### src/rtl/rv32ima_mem_arbiter.sv
// Two-master (fetch / data) arbiter in front of a single-port synchronous memory.
// Round-robin under contention, with a D-port lock held across atomic read-modify-write sequences.
module rv32ima_mem_arbiter #(
  parameter int AW = 32,
  parameter int DW = 32
) (
  input  logic            clk,
  input  logic            rst,
  input  logic            i_req,
  input  logic [AW-1:0]   i_addr,
  output logic            i_gnt,
  output logic            i_rvalid,
  output logic [DW-1:0]   i_rdata,
  input  logic            d_req,
  input  logic [DW/8-1:0] d_we,
  input  logic [AW-1:0]   d_addr,
  input  logic [DW-1:0]   d_wdata,
  input  logic            d_lock,
  output logic            d_gnt,
  output logic            d_rvalid,
  output logic [DW-1:0]   d_rdata,
  output logic            mem_en,
  output logic [DW/8-1:0] mem_we,
  output logic [AW-1:0]   mem_addr,
  output logic [DW-1:0]   mem_wdata,
  input  logic [DW-1:0]   mem_rdata
);

  localparam int BW = DW / 8;

  typedef enum logic {ST_OPEN, ST_LOCKED} state_t;
  typedef enum logic [1:0] {OWN_NONE, OWN_I, OWN_D} owner_t;

  state_t state_reg, state_next;
  owner_t owner_reg, owner_next;
  logic   last_d_reg, last_d_next;

  always_ff @(posedge clk or negedge rst) begin
    if (!rst) begin
      state_reg <= ST_OPEN;
    end else begin
      state_reg <= state_next;
    end
  end

  // Lock follows d_lock of every granted D transaction, in either state.
  always_comb begin
    state_next = state_reg;
    if (d_gnt) begin
      state_next = d_lock ? ST_LOCKED : ST_OPEN;
    end
  end

  // Grants are gated by reset so nothing reaches memory while it is asserted.
  always_comb begin
    i_gnt = 1'b0;
    d_gnt = 1'b0;
    if (rst) begin
      if (state_reg == ST_LOCKED) begin
        d_gnt = d_req;
      end else if (i_req && d_req) begin
        d_gnt = !last_d_reg;
        i_gnt = last_d_reg;
      end else begin
        i_gnt = i_req;
        d_gnt = d_req;
      end
    end
  end

  always_comb begin
    last_d_next = last_d_reg;
    owner_next  = OWN_NONE;
    if (d_gnt) begin
      last_d_next = 1'b1;
      owner_next  = OWN_D;
    end else if (i_gnt) begin
      last_d_next = 1'b0;
      owner_next  = OWN_I;
    end
  end

  always_ff @(posedge clk or negedge rst) begin
    if (!rst) begin
      last_d_reg <= 1'b0;
      owner_reg  <= OWN_NONE;
    end else begin
      last_d_reg <= last_d_next;
      owner_reg  <= owner_next;
    end
  end

  assign mem_en   = i_gnt | d_gnt;
  assign mem_addr = d_gnt ? d_addr : (i_gnt ? i_addr : '0);

  // Write lanes are only ever driven by the D port.
  genvar gi;
  generate
    for (gi = 0; gi < BW; gi++) begin : g_lane
      assign mem_we[gi]             = d_gnt & d_we[gi];
      assign mem_wdata[gi*8 +: 8]   = d_gnt ? d_wdata[gi*8 +: 8] : 8'h00;
    end
  endgenerate

  assign i_rvalid = (owner_reg == OWN_I);
  assign d_rvalid = (owner_reg == OWN_D);
  assign i_rdata  = mem_rdata;
  assign d_rdata  = mem_rdata;

endmodule

### config.mk
export PLATFORM = sky130hd
export DESIGN_NAME = rv32ima_mem_arbiter
export DESIGN_NICKNAME = d
export VERILOG_FILES = /design/src/rtl/rv32ima_mem_arbiter.sv
export SDC_FILE = /design/constraint.sdc
export NUM_CORES = 1
export LEC_CHECK = 0
export ABC_CLOCK_PERIOD_IN_PS = 2050
export CAP_MARGIN = 30
export CORE_AREA = 2 2 107 109
export CTS_BUF_LIST = sky130_fd_sc_hd__clkbuf_8
export CTS_CLUSTER_DIAMETER = 200
export DETAILED_ROUTE_END_ITERATION = 6
export DIE_AREA = 0 0 109 111
export GPL_TIMING_DRIVEN = 0
export PLACE_DENSITY_LB_ADDON = 0.1
export SLEW_MARGIN = 20
export SYNTH_ARGS = -nofsm -noshare
export SYNTH_HDL_FRONTEND = slang
export SYNTH_SLANG_ARGS = --single-unit
### constraint.sdc
create_clock -name clk -period 2.05 [get_ports clk]
set_input_delay 0.615 -clock clk [delete_from_list [all_inputs] [get_ports clk]]
set_output_delay 0.615 -clock clk [all_outputs]
set_load 0.02 [all_outputs]
==> results of run 1 <==
stage by stage:
step | instance area (um^2) | setup TNS [ps] | utilization, % | hold slack (ps) | instances
2_1_floorplan | 1270 | 0 | - | 319 | 159
3_3_place_gp | 3870 | -94620 | 34.9 | 511 | 543
3_5_place_dp | 3870 | -95040 | 34.9 | 526 | 543
4_1_cts | 4520 | -6730 | 40.8 | 254 | 580
5_1_grt | 4480 | -9920 | 40.5 | 256 | 577
6_report | 4480 | -6130 | 40.5 | 257 | 577
layout make-up:
class                      instances  area (um^2)  area share [%]
clock buffer                       3         41.3           0.921
multi-input combinational         79          696            15.5
sequential                         4          100            2.23
timing repair buffer             274         2890            64.4
inverter                           2         7.51           0.167
buffer                            72          574            12.8
tap                              143          179            3.99
timing repair:
item,CTS,global route
pin swaps,43,9
setup endpoints to repair,71,73
gates cloned,8,0
gates resized for setup,518,2
buffers inserted,26,2
worst min path at each step:
stage	depth (start not counted)	slack, ps	endpoint	startpoint
after detailed placement	1	530	state_reg	state_reg
after CTS	2	250	state_reg	rst
after floorplan	0	320	last_d_reg	rst
final	2	260	state_reg	rst
after global routing	2	260	state_reg	rst
after global placement	1	510	state_reg	state_reg
layer usage:
metal	vias to the layer above	GRT usage [%]	routed length, um
li1	1030	-	-
met1	933	9.20	2140
met2	138	23.1	4190
met3	3	3.41	828
met4	0	1.54	29
met5	-	0	0
cells in the final DEF, fill, tap and decap left out, drive strengths merged:
| master | Yosys | routed |
|---|---|---|
| and2 | 36 | 36 |
| a22o | 33 | 33 |
| nand3b | 1 | 1 |
| clkbuf | 0 | 3 |
| a31oi | 1 | 1 |
| inv | 2 | 2 |
| nand2 | 2 | 2 |
| buf | 74 | 179 |
| clkdlybuf4s50 | 0 | 167 |
| o21ai | 1 | 1 |
| dfrtp | 4 | 4 |
| nor2b | 2 | 2 |
| or2 | 1 | 1 |
| a21oi | 2 | 2 |
critical path: stages:
cell and delay [ps]:
sky130_fd_sc_hd__buf_12 110, sky130_fd_sc_hd__nand3b_1 150, sky130_fd_sc_hd__a21oi_4 50, sky130_fd_sc_hd__buf_12 130, sky130_fd_sc_hd__buf_8 120, sky130_fd_sc_hd__buf_16 120
sky130_fd_sc_hd__a22o_1 200, sky130_fd_sc_hd__buf_6 130
logic make-up (layout without fill, tap and decap cells):
kind of cell / count (synthesis) / in the layout / share of synthesized area [%]
flip-flops: 4 / 4 / 7.87
AO/OA/AOI/OAI: 37 / 37 / 25.9
AND/OR/NAND/NOR: 42 / 42 / 20.6
buffers and inverters: 76 / 351 / 45.7
power by group through the flow:
stage | registers (W) | clock network [W] | logic, W
floorplan | 0.000105 | 0 | 0.000493
global placement | 0.000107 | 0 | 0.00105
detailed placement | 0.000108 | 0 | 0.00105
CTS | 0.000107 | 0.000174 | 0.00127
global route | 0.000112 | 0.000182 | 0.00132
finish | 0.000110 | 0.000170 | 0.00125
synthesized netlist by cell type, drive strengths merged:
library cell  number  area, um^2
nor2b              2        12.5
or2                1        6.26
a22o              33         289
o21ai              1        5.00
dfrtp              4         100
a31oi              1        21.3
a21oi              2        13.8
nand2              2        10.0
nand3b             1        7.51
and2              36         225
inv                2        7.50
buf               74         574
==> impl_metrics.prom, run 1 <==
# TYPE chip_impl_metric gauge
chip_impl_metric{name="die-area",unit="um^2"} 12100
chip_impl_metric{name="globalplace.congestion",unit=""} 0.684
chip_impl_metric{name="synth_sequential_area_ratio",unit="%"} 7.87
chip_impl_metric{name="cp_max_fo",unit=""} 5
chip_impl_metric{name="tightestPinTransition",unit="ps"} 231
chip_impl_info{name="critical_path.startpoint_type",value="primary input"} 1
chip_impl_metric{name="syn_to_final_growth",unit="%"} 252
chip_impl_metric{name="clock-sinks",unit=""} 4
chip_impl_info{name="worst_setup_path_startpoint",value="rst"} 1
chip_impl_metric{name="avgViaCountPerCell",unit=""} 3.65
chip_impl_metric{name="mapped_cell_area",unit="um^2"} 1270
chip_impl_metric{name="clock_insertion_delay_worst_skew",unit="ps"} 220
chip_impl_metric{name="largest_register_ff_count",unit=""} 2
chip_impl_metric{name="cap_violations",unit=""} 0
chip_impl_metric{name="grt.overflow.total",unit=""} 0
chip_impl_metric{name="clock_path_buffers",unit=""} 2
chip_impl_metric{name="pin_count_of_the_biggest_net_entering_global_routing",unit=""} 11
chip_impl_info{name="crit_path_end",value="mem_addr[14]"} 1
chip_impl_metric{name="power_density",unit="nW/um^2"} 342
chip_impl_metric{name="min_period_over_period",unit="%"} 109
chip_impl_metric{name="ctsHoldBuffers",unit=""} 0
chip_impl_metric{name="rr_worst_depth",unit=""} 13
chip_impl_metric{name="ant_nets",unit=""} 0
chip_impl_metric{name="power.static_leakage",unit="nW"} 2.05
chip_impl_info{name="hold_class",value="primary input to async pin"} 1
chip_impl_metric{name="synth_area_per_cell",unit="um^2"} 8.00
chip_impl_metric{name="total_switching_power",unit="W"} 0.000544
chip_impl_metric{name="worst-r2r-setup-slack",unit="ps"} 70
chip_impl_metric{name="port_buffers",unit=""} 241
chip_impl_metric{name="worst_ep_required_time",unit="ps"} 1430
chip_impl_info{name="outcome",value="finished, violations left"} 1
chip_impl_metric{name="slew_limit_fails",unit=""} 0
chip_impl_metric{name="yosys_warning_total",unit=""} 0
chip_impl_info{name="worstSetupPathType",value="primary input to output port"} 1
chip_impl_metric{name="skew",unit="ps"} 2.62
chip_impl_metric{name="synth-seq-cells",unit=""} 4
chip_impl_metric{name="die_y",unit="um"} 111
chip_impl_metric{name="power.combinational.fraction",unit="%"} 81.8
chip_impl_metric{name="total_power_after_layout",unit="W"} 0.00153
chip_impl_metric{name="timing.slew.headroom",unit="%"} 84.5
chip_impl_metric{name="fillers",unit=""} 1102
chip_impl_metric{name="floorplan.rows",unit=""} 39
chip_impl_metric{name="finish.net_count",unit=""} 573
chip_impl_metric{name="power.sequential.fraction",unit="%"} 7.1
chip_impl_metric{name="htreeDepth",unit=""} 1
chip_impl_metric{name="detailedPlacementHpwl",unit="um"} 5650
chip_impl_metric{name="routed_wl",unit="um"} 7190
chip_impl_metric{name="detailedRoute.firstIterationViolations",unit=""} 44
chip_impl_metric{name="firstDrtPassIters",unit=""} 3
chip_impl_metric{name="io_pins",unit=""} 274
chip_impl_metric{name="peakVddDrop",unit="V"} 0.000138
chip_impl_metric{name="fp.dieW",unit="um"} 109
chip_impl_metric{name="wl_per_cell",unit="um"} 12.5
chip_impl_metric{name="clock_pin_transition_on_the_worst_setup_and_hold_timing_paths",unit="ps"} 30
chip_impl_metric{name="mappedNetlistNets",unit=""} 296
chip_impl_metric{name="power.clock.fraction",unit="%"} 11.1
chip_impl_metric{name="dpl_worst_slack",unit="ps"} -1440
chip_impl_metric{name="fin_crit",unit="ps"} 2240
chip_impl_info{name="clock_tree_from_tritoncts",value="built"} 1
chip_impl_metric{name="via_count_of_the_first_global_routing_pass",unit=""} 2127
chip_impl_info{name="worst_r2r_endpoint",value="last_d_reg"} 1
chip_impl_metric{name="drc_errors",unit=""} 0
chip_impl_metric{name="fin_ws",unit="ps"} -192
chip_impl_metric{name="distinct_cell_type_count_of_the_synthesized_netlist",unit=""} 17
chip_impl_info{name="worst_r2r_startpoint",value="state_reg"} 1
chip_impl_metric{name="grt_first_pass_wirelength",unit="um"} 10200
chip_impl_metric{name="groute.usage.overall",unit="%"} 10.7
chip_impl_metric{name="max_freq",unit="MHz"} 446
chip_impl_info{name="crit_path_end_kind",value="output port"} 1
chip_impl_info{name="clk_root_buffer_cell",value="sky130_fd_sc_hd__clkbuf_8"} 1
chip_impl_metric{name="antenna_found_initial",unit=""} 0
chip_impl_metric{name="sw_ratio",unit="%"} 35.4
chip_impl_info{name="rsz0062_at_grt",value="yes"} 1
chip_impl_metric{name="synthesis.instances",unit=""} 159
chip_impl_info{name="violated_checks",value="setup timing"} 1
chip_impl_metric{name="antenna_diode_count",unit=""} 0
chip_impl_metric{name="design.core.area",unit="um^2"} 11100
chip_impl_metric{name="report.final.hold_viol_count",unit=""} 0
chip_impl_metric{name="finalSetupViolations",unit=""} 69
chip_impl_metric{name="drive_gt1_share",unit="%"} 51.4
chip_impl_metric{name="cts_made_buffers",unit=""} 3
chip_impl_metric{name="timing.critical_path.arrival",unit="ps"} 1630
chip_impl_metric{name="initial_core_util",unit="%"} 11.5
chip_impl_metric{name="number_of_vias_after_detailed_routing",unit=""} 2104
chip_impl_metric{name="p_int",unit="W"} 0.000991
(Power assumes the default switching activity.)
==> run 2: changes to the inputs <==
--- a/config.mk
+++ b/config.mk
@@ -8,12 +8,12 @@
 export ABC_CLOCK_PERIOD_IN_PS = 2050
 export CAP_MARGIN = 30
 export CORE_AREA = 2 2 107 109
-export CTS_BUF_LIST = sky130_fd_sc_hd__clkbuf_8
 export CTS_CLUSTER_DIAMETER = 200
 export DETAILED_ROUTE_END_ITERATION = 6
 export DIE_AREA = 0 0 109 111
 export GPL_TIMING_DRIVEN = 0
 export PLACE_DENSITY_LB_ADDON = 0.1
+export REMOVE_ABC_BUFFERS = 1
 export SLEW_MARGIN = 20
 export SYNTH_ARGS = -nofsm -noshare
 export SYNTH_HDL_FRONTEND = slang
==> run 2 against run 1 <==
Against the previous run:
- the run still ends with setup timing left
- count of clock-buffer cells in the layout unchanged
- register-to-register slack improved by 710 ps
- die area unchanged
- global-route usage increased by 3.2 points
- via count decreased by 19%
- power decreased by 10%
- non-clock buffer count decreased by 142
- sequential share of layout area increased by 0.78 points
- cell count decreased by 24%
- largest cell class unchanged
==> impl_metrics.prom, run 2 (synthesized netlist as in run 1, its figures left out) <==
# TYPE chip_impl_metric gauge
chip_impl_metric{name="antenna_diode_count",unit=""} 0
chip_impl_metric{name="cap_violations",unit=""} 0
chip_impl_metric{name="number_of_vias_after_detailed_routing",unit=""} 1709
chip_impl_metric{name="grt.overflow.total",unit=""} 0
chip_impl_metric{name="drc_errors",unit=""} 0
chip_impl_metric{name="cts_made_buffers",unit=""} 3
chip_impl_metric{name="finalSetupViolations",unit=""} 67
chip_impl_metric{name="min_period_over_period",unit="%"} 108
chip_impl_info{name="violated_checks",value="setup timing"} 1
chip_impl_metric{name="fillers",unit=""} 1159
chip_impl_metric{name="clock_insertion_delay_worst_skew",unit="ps"} 220
chip_impl_metric{name="clock_path_buffers",unit=""} 2
chip_impl_metric{name="tightestPinTransition",unit="ps"} 229
chip_impl_metric{name="final_cell_area",unit="um^2"} 3360
chip_impl_metric{name="groute.usage.overall",unit="%"} 13.9
chip_impl_metric{name="port_buffers",unit=""} 177
chip_impl_metric{name="die_y",unit="um"} 111
chip_impl_metric{name="wl_per_cell",unit="um"} 21.3
chip_impl_metric{name="cp_max_fo",unit=""} 6
chip_impl_metric{name="firstDrtPassIters",unit=""} 4
chip_impl_info{name="critical_path.startpoint_type",value="primary input"} 1
chip_impl_metric{name="detailedRoute.firstIterationViolations",unit=""} 51
chip_impl_info{name="highest_count_cells_in_the_layout_ignoring_fill_and_taps",value="sky130_fd_sc_hd__clkdlybuf4s50_1 (103), sky130_fd_sc_hd__buf_6 (63), sky130_fd_sc_hd__a22o_1 (33)"} 1
chip_impl_metric{name="routed_wl",unit="um"} 9310
chip_impl_metric{name="fin_ws",unit="ps"} -170
chip_impl_metric{name="hold_ws",unit="ps"} 294
chip_impl_metric{name="place_area",unit="um^2"} 2740
chip_impl_metric{name="fin_crit",unit="ps"} 2220
chip_impl_metric{name="worst_ep_required_time",unit="ps"} 1430
chip_impl_metric{name="area_of_the_multi_input_gates",unit="um^2"} 734
chip_impl_metric{name="largest_register_ff_count",unit=""} 2
chip_impl_info{name="clock_tree_from_tritoncts",value="built"} 1
chip_impl_metric{name="design.core.area",unit="um^2"} 11100
chip_impl_metric{name="io_pins",unit=""} 274
chip_impl_metric{name="peakVddDrop",unit="V"} 0.000338
chip_impl_metric{name="place_inst",unit=""} 408
chip_impl_metric{name="slew_limit_fails",unit=""} 0
chip_impl_metric{name="total_power_after_layout",unit="W"} 0.00138
chip_impl_metric{name="power_density",unit="nW/um^2"} 410
chip_impl_metric{name="skew",unit="ps"} 0.611
chip_impl_metric{name="post_layout_nonfiller_instances",unit=""} 437
chip_impl_metric{name="antenna_found_initial",unit=""} 0
chip_impl_info{name="crit_path_end_kind",value="output port"} 1
chip_impl_metric{name="setup_total_negative_slack",unit="ps"} -7240
chip_impl_metric{name="timing.critical_path.arrival",unit="ps"} 1610
chip_impl_metric{name="report.final.hold_viol_count",unit=""} 0
chip_impl_metric{name="fp.dieW",unit="um"} 109
chip_impl_metric{name="avgViaCountPerCell",unit=""} 3.91
chip_impl_info{name="rsz0062_at_grt",value="yes"} 1
chip_impl_info{name="hold_class",value="primary input to async pin"} 1
chip_impl_metric{name="pin_count_of_the_biggest_net_entering_global_routing",unit=""} 22
chip_impl_info{name="clk_root_buffer_cell",value="sky130_fd_sc_hd__clkbuf_16"} 1
chip_impl_metric{name="power.static_leakage",unit="nW"} 1.46
chip_impl_metric{name="initial_core_util",unit="%"} 11.5
chip_impl_metric{name="syn_to_final_growth",unit="%"} 164
chip_impl_metric{name="drive_gt1_share",unit="%"} 49.0
chip_impl_metric{name="seqCellArea",unit="um^2"} 101
chip_impl_metric{name="detailedPlacementHpwl",unit="um"} 7140
chip_impl_metric{name="grt_first_pass_wirelength",unit="um"} 11700
chip_impl_metric{name="globalplace.congestion",unit=""} 0.841
chip_impl_info{name="layout.cells.most_common",value="sky130_fd_sc_hd__clkdlybuf4s50_1"} 1
chip_impl_info{name="outcome",value="finished, violations left"} 1
chip_impl_metric{name="timing.slew.headroom",unit="%"} 84.7
chip_impl_metric{name="ant_nets",unit=""} 0
chip_impl_metric{name="floorplan.rows",unit=""} 39
chip_impl_metric{name="finish.net_count",unit=""} 433
chip_impl_metric{name="max_freq",unit="MHz"} 450
chip_impl_metric{name="htreeDepth",unit=""} 1
chip_impl_metric{name="die-area",unit="um^2"} 12100
chip_impl_metric{name="clock_pin_transition_on_the_worst_setup_and_hold_timing_paths",unit="ps"} 30
chip_impl_metric{name="clock-sinks",unit=""} 4
chip_impl_metric{name="via_count_of_the_first_global_routing_pass",unit=""} 1684
chip_impl_info{name="worstSetupPathType",value="primary input to output port"} 1
-- run 2: cell count changes in the layout (fill, tap and decap cells not counted), moves of 4 or more --
cell and delta:
sky130_fd_sc_hd__buf_16 +7, sky130_fd_sc_hd__buf_2 +4, sky130_fd_sc_hd__buf_4 -60, sky130_fd_sc_hd__clkdlybuf4s50_1 -64, sky130_fd_sc_hd__and2_1 +4, sky130_fd_sc_hd__buf_8 -4
sky130_fd_sc_hd__buf_6 -28, sky130_fd_sc_hd__and2_4 -4
-- run 2: timing repair --
item	4_1_cts	5_1_grt
gates resized for setup	471	20
buffers inserted	15	2
setup endpoints to repair	72	68
hold buffers	0	0
pin swaps	16	31
gates cloned	9	0
-- run 2: final timing paths --
check	from	end	slack, ps	cells after the start
setup / recovery	rst	mem_addr[29]	-170	7
hold / removal	rst	owner_reg[1]	290	2
setup reg to reg	state_reg	state_reg	780	5
hold reg to reg	last_d_reg	last_d_reg	540	1
max in group asynchronous	rst	last_d_reg	1640	2
min in group clk	last_d_reg	last_d_reg	540	1
-- run 2: routing by layer --
layer  track usage, %  part of all wire (%)  routed length [um]  vias up
li1                 -                     -                   -      759
met1             13.9                    32                3000      768
met2             21.4                    45                4160      180
met3             13.1                    23                2130        2
met4             1.03                  0.15                  14        0
met5             5.80                     0                   0        -
-- run 2: metrics by stage --
step                      setup slack (ps)  util (%)
after global placement               -2380      23.9
after global routing                  -240      30.4
after floorplan                       -532         -
after CTS                             -163      29.7
final                                 -170      30.4
after detailed placement             -1680      24.7
-- run 2: worst max-delay path: stages --
cell and delay, ps:
sky130_fd_sc_hd__buf_12 90, sky130_fd_sc_hd__nand3b_1 150, sky130_fd_sc_hd__a21oi_4 200, sky130_fd_sc_hd__buf_6 160, sky130_fd_sc_hd__buf_16 120, sky130_fd_sc_hd__a22o_1 140, sky130_fd_sc_hd__buf_6 120
-- run 2: power by group --
part / switching (W) / total [W] / internal, W
clock: 0.0000500 / 0.000299 / 0.000249
sequential: 0.0000168 / 0.000111 / 0.0000940
combinational: 0.000381 / 0.000968 / 0.000587
total: 0.000448 / 0.00138 / 0.000930
-- run 2: layout make-up --
cell class / instances / share of cell area (%)
well taps: 143 / 5.32
clock buffers: 3 / 2.23
repair buffers: 204 / 67.4
multi-input cells: 81 / 21.8
flip-flops and latches: 4 / 3.01
inverters: 2 / 0.223
